<file path="src/rtl/bin_load_ctrl.sv">
// rtl/bin_load_ctrl.sv - moves one bin of clauses and state into the SAT core, runs it, writes the clauses back
`timescale 1ns/1ps
module bin_load_ctrl #(
    parameter int NUM_CLAUSES      = 8,
    parameter int NUM_VARS         = 8,
    parameter int NUM_LVLS         = 8,
    parameter int WIDTH_LVL        = 16,
    parameter int WIDTH_VAR_STATES = 19,
    parameter int WIDTH_LVL_STATES = 11
) (
    input  logic                                  clk,
    input  logic                                  rst,
    input  logic                                  start_load_i,
    input  logic [WIDTH_LVL-1:0]                  cur_bin_num_i,
    input  logic [WIDTH_LVL-1:0]                  load_lvl_i,
    input  logic [WIDTH_LVL-1:0]                  base_lvl_i,
    input  logic                                  abort_i,
    output logic                                  busy_o,
    output logic                                  done_o,
    output logic                                  cm_rd_en_o,
    output logic [$clog2(NUM_CLAUSES)-1:0]        cm_rd_idx_o,
    input  logic [NUM_VARS*2-1:0]                 cm_rd_data_i,
    output logic                                  cm_wr_en_o,
    output logic [$clog2(NUM_CLAUSES)-1:0]        cm_wr_idx_o,
    output logic [NUM_VARS*2-1:0]                 cm_wr_data_o,
    input  logic [WIDTH_VAR_STATES*NUM_VARS-1:0]  vs_data_i,
    input  logic [WIDTH_LVL_STATES*NUM_LVLS-1:0]  ls_data_i,
    output logic [NUM_CLAUSES-1:0]                wr_carray_o,
    output logic [NUM_VARS*2-1:0]                 clause_o,
    output logic [NUM_VARS-1:0]                   wr_var_states_o,
    output logic [WIDTH_VAR_STATES*NUM_VARS-1:0]  vars_states_o,
    output logic [NUM_LVLS-1:0]                   wr_lvl_states_o,
    output logic [WIDTH_LVL_STATES*NUM_LVLS-1:0]  lvl_states_o,
    output logic                                  start_core_o,
    output logic [WIDTH_LVL-1:0]                  cur_bin_num_o,
    output logic [WIDTH_LVL-1:0]                  load_lvl_o,
    output logic [WIDTH_LVL-1:0]                  base_lvl_o,
    output logic                                  base_lvl_en_o,
    input  logic                                  done_core_i,
    input  logic                                  sat_i,
    input  logic                                  unsat_i,
    input  logic [WIDTH_LVL-1:0]                  bkt_lvl_i,
    output logic [NUM_CLAUSES-1:0]                rd_carray_o,
    input  logic [NUM_VARS*2-1:0]                 clause_i,
    output logic                                  sat_o,
    output logic                                  unsat_o,
    output logic [WIDTH_LVL-1:0]                  bkt_lvl_o
);
    localparam int CW = $clog2(NUM_CLAUSES + 1);
    localparam int IW = $clog2(NUM_CLAUSES);
    localparam logic [CW-1:0] K_LAST = CW'(NUM_CLAUSES);

    typedef enum logic [2:0] {
        S_IDLE, S_FETCH, S_WR_VS, S_WR_LS, S_START, S_RUN, S_READ, S_FIN
    } state_t;

    state_t state, state_nx;
    logic [CW-1:0] k;
    logic [CW-1:0] k_m1;
    logic [IW-1:0] k_idx, km1_idx;
    logic k_first, k_end;
    logic [WIDTH_LVL-1:0] bin_q, load_q, base_q;

    assign k_m1    = k - CW'(1);
    assign k_idx   = k[IW-1:0];
    assign km1_idx = k_m1[IW-1:0];
    assign k_first = (k == '0);
    assign k_end   = (k == K_LAST);

    assign busy_o        = (state != S_IDLE);
    assign cur_bin_num_o = bin_q;
    assign load_lvl_o    = load_q;
    assign base_lvl_o    = base_q;

    always_ff @(posedge clk or negedge rst) begin
        if (!rst) begin
            state     <= S_IDLE;
            k         <= '0;
            bin_q     <= '0;
            load_q    <= '0;
            base_q    <= '0;
            sat_o     <= 1'b0;
            unsat_o   <= 1'b0;
            bkt_lvl_o <= '0;
        end else begin
            state <= state_nx;
            // k restarts on every state change and parks at K_LAST otherwise
            if (state_nx != state) begin
                k <= '0;
            end else if (!k_end) begin
                k <= k + CW'(1);
            end
            if (state == S_IDLE && start_load_i) begin
                bin_q  <= cur_bin_num_i;
                load_q <= load_lvl_i;
                base_q <= base_lvl_i;
            end
            if (state == S_RUN && done_core_i && !abort_i) begin
                sat_o     <= sat_i;
                unsat_o   <= unsat_i;
                bkt_lvl_o <= bkt_lvl_i;
            end
        end
    end

    always_comb begin
        state_nx        = state;
        done_o          = 1'b0;
        cm_rd_en_o      = 1'b0;
        cm_rd_idx_o     = '0;
        cm_wr_en_o      = 1'b0;
        cm_wr_idx_o     = '0;
        cm_wr_data_o    = '0;
        wr_carray_o     = '0;
        clause_o        = '0;
        wr_var_states_o = '0;
        vars_states_o   = '0;
        wr_lvl_states_o = '0;
        lvl_states_o    = '0;
        start_core_o    = 1'b0;
        base_lvl_en_o   = 1'b0;
        rd_carray_o     = '0;
        // abort silences every strobe in the cycle it is seen, even over done_core_i
        if (abort_i && state != S_IDLE) begin
            state_nx = S_IDLE;
        end else begin
            case (state)
                S_IDLE: if (start_load_i) state_nx = S_FETCH;
                S_FETCH: begin
                    if (!k_end) begin
                        cm_rd_en_o  = 1'b1;
                        cm_rd_idx_o = k_idx;
                    end
                    if (!k_first) begin
                        wr_carray_o = NUM_CLAUSES'(1) << km1_idx;
                        clause_o    = cm_rd_data_i;
                    end
                    if (k_end) state_nx = S_WR_VS;
                end
                S_WR_VS: begin
                    wr_var_states_o = '1;
                    vars_states_o   = vs_data_i;
                    state_nx        = S_WR_LS;
                end
                S_WR_LS: begin
                    wr_lvl_states_o = '1;
                    lvl_states_o    = ls_data_i;
                    state_nx        = S_START;
                end
                S_START: begin
                    start_core_o  = 1'b1;
                    base_lvl_en_o = 1'b1;
                    state_nx      = S_RUN;
                end
                S_RUN: if (done_core_i) state_nx = S_READ;
                S_READ: begin
                    if (!k_end) rd_carray_o = NUM_CLAUSES'(1) << k_idx;
                    if (!k_first) begin
                        cm_wr_en_o   = 1'b1;
                        cm_wr_idx_o  = km1_idx;
                        cm_wr_data_o = clause_i;
                    end
                    if (k_end) state_nx = S_FIN;
                end
                S_FIN: begin
                    done_o   = 1'b1;
                    state_nx = S_IDLE;
                end
                default: state_nx = S_IDLE;
            endcase
        end
    end
endmodule
</file>
<file path="config.mk">
export PLATFORM = sky130hd
export DESIGN_NAME = bin_load_ctrl
export DESIGN_NICKNAME = d
export VERILOG_FILES = /design/src/rtl/bin_load_ctrl.sv
export SDC_FILE = /design/constraint.sdc
export NUM_CORES = 1
export LEC_CHECK = 0
export CAP_MARGIN = 0
export CORE_AREA = 2 2 284 286
export CTS_CLUSTER_SIZE = 10
export DETAILED_ROUTE_END_ITERATION = 12
export DIE_AREA = 0 0 286 288
export PLACE_DENSITY_LB_ADDON = 0.15
export SYNTH_ARGS = -nofsm -noshare
export SYNTH_HDL_FRONTEND = slang
export SYNTH_SLANG_ARGS = --single-unit
export TNS_END_PERCENT = 20
</file>
<file path="constraint.sdc">
create_clock -name clk -period 2.4 [get_ports clk]
set_input_delay 0.48 -clock clk [delete_from_list [all_inputs] [get_ports clk]]
set_output_delay 0.48 -clock clk [all_outputs]
set_load 0.01 [all_outputs]
</file>
==> impl_metrics.tcl <==
set metrics [dict create \
    run_status "finished, violations left" \
    violations "negative setup slack" \
    rows 104 \
    core_um2 79600 \
    startpoint_type "primary input" \
    clock_path_buffers 2 \
    p_per_area_nw_per_um2 392 \
    final_cell_mix "clkdlybuf4s50_1, and2_1, buf_6" \
    numCtsBuffers 9 \
    post-route-cell-area_um2 15000 \
    drive_gt1_frac 0.415 \
    design.die.area_um2 82400 \
    dp_hpwl_mm 34.1 \
    yosysWarnings 0 \
    drc 0 \
    ys_seq_area_frac 0.342 \
    synth_flop_cell "dfrtp_1" \
    finalPower_mw 5.90 \
    p_leak_nw 7.02 \
    finalSetupViolCount 92 \
    grt_pass1_vias 7278 \
    io_pins 725 \
    critPathRequiredTime_ns 1.92 \
    skew_ns 0.00825 \
    syn_inst 566 \
    worstSkewPairLatency_ns 0.37 \
    dpl.cell_count 2353 \
    antenna_found_initial 7 \
    ys_types 45 \
    via_per_inst 2.88 \
    initial_utilization 0.0670 \
    stdcell_count 2415 \
    clkTransAtPathRegs_ns 0.06 \
    drt_iter0_drc 144 \
    grt.overflow.total 0 \
    cts_max_level 3 \
    reg2reg_depth 6 \
    fin_crit_ns 2.55 \
    r2r_slack_ns 0.40 \
    drt-total-wl_mm 41.9 \
    period_share 1.06 \
    setup.worst_path.class "primary input to output port" \
    end_kind "output port" \
    synth_edf_count 0 \
    routed-via-count 6957 \
    synth_seq_cells 73 \
    worstHoldPathCells 1 \
    fin_nets 1701 \
    cts_sinks 73 \
    port_buffers 724 \
    cts_root_buf "clkbuf_16" \
    wl_per_cell_um 17.3 \
    rsz0062_at_grt "true" \
    avgSynthCellArea_um2 9.43 \
    syn_area_um2 5340 \
    die_h_um 288 \
    hp-class "flip-flop to flip-flop" \
    die_width_um 286 \
    final_common_cell "clkdlybuf4s50_1" \
    first_pass_iters 4 \
    cts_tree "yes" \
    final_antenna_net_count 0 \
    grt_pass1_wl_mm 55.0 \
    critPathMaxFanout 5 \
    peakVddDrop_uv 329 \
    grtUsageTotal 0.0933 \
    max_freq_ghz 0.392 \
    globalplace.congestion 0.794 \
    cp.arrival_ns 2.07 \
    max_slew_margin 0.651 \
    post_dp_cell_area_um2 14200 \
    fill_cells 8967 \
    worst_pin_slew_ns 0.523 \
    grt_start_max_net_pins 49 \
    cap_violations 0 \
    syn_nets 918 \
    ys_async_sr_fraction 1.00 \
    area_growth_syn_to_layout_pct 182 \
    hold_violations 0 \
    layout_setup_ws_ns -0.148 \
    finalMaxSlewViolations 0 \
]
-- path summary, 6_finish.rpt --
path | start | endpoint
setup / recovery | abort_i | vars_states_o[41]
hold / removal | cur_bin_num_o[13] | cur_bin_num_o[13]
setup reg to reg | state[2] | base_lvl_o[6]
hold reg to reg | cur_bin_num_o[13] | cur_bin_num_o[13]
max in group asynchronous | rst | cur_bin_num_o[0]
min in group asynchronous | rst | base_lvl_o[12]
-- Yosys cell counts (all sizes together) (2+ instances only) --
| cell | count | area (µm²) |
|---|---|---|
| ha | 9 | 113 |
| inv | 6 | 22.5 |
| clkbuf | 26 | 98.8 |
| nor3b | 5 | 42.5 |
| a21oi | 7 | 35.0 |
| o21a | 2 | 15.0 |
| and2 | 274 | 1710 |
| nor2b | 2 | 20.0 |
| nor3 | 7 | 62.6 |
| or3 | 2 | 17.5 |
| o211ai | 2 | 15.0 |
| and3 | 7 | 43.8 |
| mux2 | 67 | 792 |
| o21ai | 2 | 10.0 |
| dfrtp | 73 | 1830 |
| nand2 | 13 | 48.8 |
| buf | 29 | 239 |
| nand2b | 4 | 27.5 |
| nor2 | 16 | 75.1 |
-- final cells by class --
class / instances / area, µm² / share of cell area
timing repair buffer: 827 / 8130 / 0.540
multi-input combinational: 432 / 3430 / 0.228
sequential: 73 / 1830 / 0.121
tap: 1060 / 1330 / 0.0882
clock buffer: 11 / 253 / 0.0168
clock inverter: 4 / 51.3 / 0.00341
inverter: 6 / 22.5 / 0.00150
antenna: 2 / 5.00 / 0.000333
-- state kept, by name, indices dropped and copies added (netlist names) --
| name | flops |
|---|---|
| bkt_lvl_o | 16 |
| k | 4 |
| cur_bin_num_o | 16 |
| state | 3 |
| base_lvl_o | 16 |
| sat_o | 1 |
| unsat_o | 1 |
| load_lvl_o | 16 |
-- per-stage QoR --
| stage | setup TNS [ns] | setup slack (ns) | hold slack [ns] | util |
|---|---|---|---|---|
| 6_report | -4.37 | -0.148 | 0.484 | 0.189 |
| 5_1_grt | -19.09 | -0.283 | 0.499 | 0.189 |
| 4_1_cts | -76.30 | -0.463 | 0.490 | 0.190 |
| 3_5_place_dp | -149.30 | -0.627 | 0.384 | 0.178 |
| 3_3_place_gp | -144.03 | -0.623 | 0.387 | 0.178 |
| 2_1_floorplan | 0 | 0.214 | 0.184 | - |
-- power breakdown --
part           leakage, nW  internal [mW]  switching (mW)
logic                 5.97           1.67            1.03
registers            0.903           1.59           0.179
clock network        0.148          0.857           0.575
total                 7.02           4.11            1.78
-- repair_timing --
action / in CTS / in global routing
gates resized for setup: 676 / 588
buffers inserted: 18 / 8
gates cloned: 13 / 6
hold buffers: 1 / 0
setup endpoints to repair: 314 / 314
pin swaps: 21 / 31
endpoints found under the hold margin: 15 / 0
-- kinds of logic after synthesis --
| group | Yosys count | share of synthesized area |
|---|---|---|
| AOI/OAI and AO/OA | 19 | 0.0227 |
| muxes | 67 | 0.148 |
| adders and majority gates | 9 | 0.0211 |
| DFF | 73 | 0.342 |
| buffers and inverters | 61 | 0.0675 |
| xor gates and xnor gates | 2 | 0.00328 |
| and+or+nand+nor | 335 | 0.395 |
-- critical path, stage by stage --
cell and delay, ns:
dlygate4sd2_1 0.27, buf_6 0.15, nor3_4 0.19, buf_12 0.15, buf_16 0.14, buf_16 0.13
buf_8 0.11, buf_6 0.10, buf_16 0.10, and2_1 0.11, buf_2 0.12
-- layer usage --
| layer | part of all wire | global-route usage | vias to the layer above |
|---|---|---|---|
| li1 | - | - | 3361 |
| met1 | 0.37 | 0.105 | 3220 |
| met2 | 0.52 | 0.164 | 348 |
| met3 | 0.098 | 0.0384 | 24 |
| met4 | 0.012 | 0.0205 | 4 |
| met5 | 0.00045 | 0 | - |
(Power assumes the default switching activity.)
